File: src/rtl/inst_encoder_loader.sv
// Re-encodes decoded RV32I field bundles into 32-bit instruction words, buffers them
// in a small FIFO and streams them into instruction memory at consecutive word addresses.
module inst_encoder_loader #(
  parameter int FIFO_DEPTH = 4,
  parameter int CNT_W      = 16
) (
  input  logic             clk,
  input  logic             rst,
  input  logic             start,
  input  logic [31:0]      base_addr,
  input  logic             in_valid,
  output logic             in_ready,
  input  logic             in_last,
  input  logic [3:0]       inst_type,
  input  logic [4:0]       rd,
  input  logic [4:0]       rs1,
  input  logic [4:0]       rs2,
  input  logic [2:0]       func3,
  input  logic [6:0]       func7,
  input  logic [19:0]      immediate,
  output logic             imem_we,
  output logic [31:0]      imem_addr,
  output logic [31:0]      imem_wdata,
  input  logic             imem_ready,
  output logic             busy,
  output logic             done,
  output logic             err,
  output logic [CNT_W-1:0] word_count
);

  localparam int PTR_W = $clog2(FIFO_DEPTH);

  typedef enum logic [1:0] {IDLE, RUN, DRAIN} state_t;

  state_t state, state_nxt;

  logic [31:0]    fifo_mem [FIFO_DEPTH];
  logic [PTR_W:0] wr_ptr, rd_ptr;
  logic [31:0]    addr_p0;
  logic           fifo_empty, fifo_full;
  logic           accept, push, pop, start_ok;
  logic [32:0]    enc;
  logic           enc_ok;
  logic [31:0]    enc_word;

  // Bundle layout matches the decoder: the 20-bit immediate is packed from bit 0 upward.
  function automatic logic [32:0] encode_fields(
    input logic [3:0]  t,
    input logic [4:0]  f_rd,
    input logic [4:0]  f_rs1,
    input logic [4:0]  f_rs2,
    input logic [2:0]  f3,
    input logic [6:0]  f7,
    input logic [19:0] imm
  );
    logic [32:0] r;
    r = '0;
    case (t)
      4'b0001: r = {1'b1, imm[11:0], f_rs1, f3, f_rd, 7'b0000011};
      4'b0010: r = {1'b1, imm[11:5], f_rs2, f_rs1, f3, imm[4:0], 7'b0100011};
      4'b0011: r = {1'b1, f7, f_rs2, f_rs1, f3, f_rd, 7'b0110011};
      4'b0100: r = {1'b1, imm[11:0], f_rs1, f3, f_rd, 7'b0010011};
      4'b0101: r = {1'b1, imm[11], imm[9:4], f_rs2, f_rs1, f3, imm[3:0], imm[10], 7'b1100011};
      4'b0110: r = {1'b1, imm[19], imm[9:0], imm[10], imm[18:11], f_rd, 7'b1101111};
      4'b0111: r = {1'b1, imm[11:0], f_rs1, 3'b000, f_rd, 7'b1100111};
      default: r = '0;
    endcase
    return r;
  endfunction

  assign enc      = encode_fields(inst_type, rd, rs1, rs2, func3, func7, immediate);
  assign enc_ok   = enc[32];
  assign enc_word = enc[31:0];

  assign fifo_empty = (wr_ptr == rd_ptr);
  assign fifo_full  = (wr_ptr[PTR_W] != rd_ptr[PTR_W]) &&
                      (wr_ptr[PTR_W-1:0] == rd_ptr[PTR_W-1:0]);

  assign in_ready  = (state == RUN) && !fifo_full;
  assign accept    = in_valid && in_ready;
  assign push      = accept && enc_ok;
  assign pop       = imem_we && imem_ready;
  assign start_ok  = (state == IDLE) && start;

  assign imem_we    = !fifo_empty;
  assign imem_addr  = addr_p0;
  assign imem_wdata = fifo_empty ? 32'h0 : fifo_mem[rd_ptr[PTR_W-1:0]];
  assign busy       = (state != IDLE);

  always_comb begin
    state_nxt = state;
    done      = 1'b0;
    case (state)
      IDLE:    if (start) state_nxt = RUN;
      RUN:     if (accept && in_last) state_nxt = DRAIN;
      DRAIN: begin
        if (fifo_empty) begin
          state_nxt = IDLE;
          done      = 1'b1;
        end
      end
      default: state_nxt = IDLE;
    endcase
  end

  // Stage p0: control state, pointers and the write address register
  always_ff @(posedge clk or negedge rst) begin
    if (!rst) begin
      state      <= IDLE;
      wr_ptr     <= '0;
      rd_ptr     <= '0;
      addr_p0    <= 32'h0;
      err        <= 1'b0;
      word_count <= '0;
    end else begin
      state <= state_nxt;
      if (push) wr_ptr <= wr_ptr + 1'b1;
      if (pop) begin
        rd_ptr  <= rd_ptr + 1'b1;
        addr_p0 <= addr_p0 + 32'd4;
        if (word_count != {CNT_W{1'b1}}) word_count <= word_count + CNT_W'(1);
      end
      if (accept && !enc_ok) err <= 1'b1;
      if (start_ok) begin
        addr_p0    <= base_addr & 32'hFFFF_FFFC;
        err        <= 1'b0;
        word_count <= '0;
      end
    end
  end

  always_ff @(posedge clk) begin
    if (push) fifo_mem[wr_ptr[PTR_W-1:0]] <= enc_word;
  end

endmodule
File: config.mk
export PLATFORM = sky130hd
export DESIGN_NAME = inst_encoder_loader
export DESIGN_NICKNAME = d
export VERILOG_FILES = /design/src/rtl/inst_encoder_loader.sv
export SDC_FILE = /design/constraint.sdc
export NUM_CORES = 1
export LEC_CHECK = 0
export BUFFER_PORTS_ARGS = -buffer_cell sky130_fd_sc_hd__buf_2
export CORE_MARGIN = 2
export CORE_UTILIZATION = 55
export CTS_CLUSTER_SIZE = 28
export DETAILED_ROUTE_END_ITERATION = 12
export GPL_TIMING_DRIVEN = 0
export PLACE_DENSITY_LB_ADDON = 0.08
export SETUP_SLACK_MARGIN = 0.5
export SYNTH_ARGS = -nofsm -noshare
export SYNTH_HDL_FRONTEND = slang
export SYNTH_SLANG_ARGS = --single-unit
export TNS_END_PERCENT = 100
File: constraint.sdc
create_clock -name clk -period 4.5 [get_ports clk]
set_clock_uncertainty 0.1 [all_clocks]
set_input_delay 0.225 -clock clk [delete_from_list [all_inputs] [get_ports clk]]
set_output_delay 0.225 -clock clk [all_outputs]
set_load 0.05 [all_outputs]
==> metrics.md <==
| Metric | Value |
|---|---|
| Status | complete, no violations |
| Crit path setup slack, layout | 1.40 ns |
| Post-synthesis register bit count | between 150 and 200 |
| Cell mode on critical path | buf_2 |
| Routed Antenna Nets | 0 |
| Die area | 0.0163 mm² |
| CTS Root Cell | clkbuf_16 |
| Clock power frac | 0.210 |
| RR Startpoint | rd_ptr[1]$_DFFE_PN0P_ |
| Final hold viol count | 0 |
| DR iter-0 viols | 559 |
| Reg2reg setup slack | approximately 1.8 ns |
| Count of max-cap constraint violations | 0 |
| CTS Buf Count | 17 |
| Placer Congestion | just over 0.9 |
| Worst skew pair latency | about 0.43 ns |
| Worst-path cell chain | buf_2 > xor2_1 > or3_1 > buf_2 > clkbuf_1 > and2_1 > buf_2 |
| P_leak | between 4 and 5 nW |
| Post-Route WL | 20,000 µm |
| Initial Util | 0.559 |
| Buffers on Ports | roughly 170 |
| Final #Nets | between 900 and 1,000 |
| Syn Area/Cell | between 10 and 15 µm² |
| Share of cells above drive strength 1 | 0.277 |
| Worst Path Max Fanout | 10 |
| Cell Area, Placed | roughly 0.0095 mm² |
| Average wire per standard cell | ~18 µm |
| Hold path depth | 3 |
| Finished Cell Area | around 0.010 mm² |
| DRC | 0 |
| Largest net degree at the start of global routing | 56 |
| First-pass GRT wire length | around 31,000 µm |
| Area Overhead vs Synth | 24.4% |
| CTS tree | built |
| Worst hold start | func7[3] |
| Rel. slew slack | 0.350 |
| Clock sink total | between 150 and 200 |
| Worst min path class | primary input to flop |
| Worst-margin pin slew | a little under 1 ns |
| Clk slew on worst S/H paths | roughly 0.070 ns |
| Die height | between 100 and 150 µm |
| Die X | around 130 µm |
| Initial antenna violation count | 0 |
| Ant. Diodes | 0 |
| WP data required | approximately 4.2 ns |
| Int Pwr | 3.98 mW |
| Seq/Total Area, Yosys | 0.605 |
| Final setup fails | 0 |
| Pwr per Cell Area | around 700 mW/mm² |
| Syn Inst Count | 663 |
| Crit path kind | flop to output pin |
| Vias/cell | ~5.8 |
| Row count | 45 |
| Number of global-route vias before repair | 6,152 |
| CTS resizes | 0 |
| DP HPWL | 13,700 µm |
| Fmax | roughly 320 MHz |
| Number of synthesized flops with an enable pin | ~120 |
| Synth cell types | 52 |
| Drt pass-1 iters | 5 |
| Synthesized area | roughly 0.0084 mm² |
| Final period util | 0.690 |
| Combinational group share of total power | 0.483 |
| Dpl ws | around 1.8 ns |
| I/O pin count | around 170 |
| Core area | roughly 0.015 mm² |
| Overflow after GRT | 0 |
| Hold EP | fifo_mem[0][28]$_DFFE_PP_ |
| # H-tree levels | 4 |
| Most common cell after layout, fill and taps aside | buf_2 |
| Setup_tns | 0 ns |
| Slowest CP cell | xor2_1 |
| Synth warn | 0 |
| VDD IR max | between 0.4 and 0.5 mV |
| Routed vias | around 6,300 |
| Max incr delay on CP | between 0.4 and 0.5 ns |
| WP data arrival | about 2.8 ns |
| Setup repair after global routing missed its margin | no |
| Fraction of registers with async set/reset | 0.307 |
| Type of destination of the critical path | output pin |
| Startpoint types | flop |
| NetSw | between 3 and 4 mW |
| Tot Pwr | 7.47 mW |
| Share of total power in sequential cells | 0.307 |
| R2R Path End | word_count[3]$_DFFE_PN0P_ |
| Most frequent cells in the layout | buf_2, edfxtp_1, nand2_1, dfrtp_1, nor2_1 |
| Slew Viols, Final | 0 |
| Clock buffer depth | 2 |
| Gr usage total | 0.251 |
| Top_reg_cell synth | edfxtp_1 |
| Reg2reg path depth | 7 |
| Switching share of total power | 0.467 |
| Clock period minus worst slack | approximately 3.1 ns |
==> metrics by stage <==
stage / utilization / cells / hold WS, ns
6_report: 0.695 / 1083 / 0.0501
4_1_cts: 0.694 / 1082 / 0.0256
5_1_grt: 0.695 / 1083 / 0.0654
3_3_place_gp: 0.629 / 1017 / 0.329
3_5_place_dp: 0.630 / 1017 / 0.336
2_1_floorplan: - / 664 / -0.171
==> logic make-up after synthesis <==
kind of cell | share of synthesized area
xor gates and xnor gates | 0.0447
adders and majority gates | 0.0104
and+or+nand+nor | 0.148
other | 0.000445
AOI/OAI and AO/OA | 0.0739
muxes | 0.0877
buffers and inverters | 0.0297
DFF | 0.605
==> flip-flops by register name (all words and copies together) (netlist names) <==
register / flops
err: 1
state: 2
imem_addr: 30
word_count: 16
wr_ptr: 3
rd_ptr: 3
fifo_mem: 124
==> power groups by stage <==
stage	Clock [mW]	Sequential (mW)	Combinational, mW
floorplan	0	2.78	2.23
global placement	0	2.30	3.55
detailed placement	0	2.32	3.59
CTS	1.59	2.29	3.63
global route	1.65	2.33	3.81
finish	1.57	2.29	3.60
==> worst max-delay path by stage <==
stage	from	end	cells after the start
final	rd_ptr[0]$_DFFE_PN0P_	imem_wdata[14]	7
after global routing	rd_ptr[1]$_DFFE_PN0P_	imem_wdata[14]	7
after CTS	rd_ptr[0]$_DFFE_PN0P_	imem_wdata[21]	7
after detailed placement	rd_ptr[0]$_DFFE_PN0P_	imem_wdata[21]	7
after global placement	rd_ptr[1]$_DFFE_PN0P_	fifo_mem[3][16]$_DFFE_PP_	4
after floorplan	rd_ptr[1]$_DFFE_PN0P_	done	6
==> area by class of cell <==
| cell class | count | area (µm²) |
|---|---|---|
| plain buffers | 37 | 164 |
| multi-input cells | 425 | 3090 |
| inverters | 23 | 86.3 |
| repair buffers | 199 | 1180 |
| well taps | 188 | 235 |
| flip-flops and latches | 179 | 5100 |
| clock inverters | 15 | 210 |
| fillers | 1051 | 4600 |
| clock buffers | 17 | 425 |
==> synthesized netlist by cell type (2+ instances only) <==
cell / n / area, µm²
mux4_2: 31 / 698
and4_1: 6 / 52.6
dfrtp_1: 55 / 1380
clkbuf_1: 22 / 82.6
mux2i_1: 3 / 30.0
and3_1: 10 / 62.6
a21oi_1: 22 / 110
nor2_1: 44 / 165
edfxtp_1: 124 / 3720
inv_1: 23 / 86.3
buf_2: 7 / 35.0
a22oi_1: 5 / 37.5
and2_1: 36 / 225
buf_4: 3 / 22.5
ha_1: 7 / 87.6
nor3_1: 12 / 60.1
nand2b_1: 2 / 12.5
nor4_1: 9 / 56.3
a211oi_1: 2 / 15.0
a222oi_1: 11 / 110
o21ai_0: 36 / 180
nand4_1: 10 / 62.6
nand4b_1: 2 / 17.5
nand3_1: 22 / 110
or4_1: 4 / 30.0
nor3b_1: 4 / 30.0
or3_1: 9 / 56.3
xor2_1: 21 / 184
nor2b_1: 8 / 50.1
nand2_1: 56 / 210
buf_1: 4 / 15.0
o31ai_1: 6 / 45.0
xnor2_1: 22 / 193
a31oi_1: 7 / 43.8
==> what timing repair did <==
item,CTS,global route
hold endpoints to repair,55,0
buffers inserted,0,0
hold buffers,33,0
==> per-layer routing <==
layer  wire, µm  GRT usage  part of all wire
met1       8510      0.331              0.43
met2       9910      0.418              0.50
met3       1180     0.0463             0.059
met4        370     0.0944             0.019
met5          0          0                 0
==> worst max-delay path: cells and delay by family (launching register included) <==
family | cells | cell delay [ns]
XOR/XNOR | 1 | 0.46
buffers and inverters | 4 | 1.12
flip-flops | 1 | 0.34
AND/OR/NAND/NOR | 2 | 0.41
Note: power is estimated with default switching activity, not from simulation.
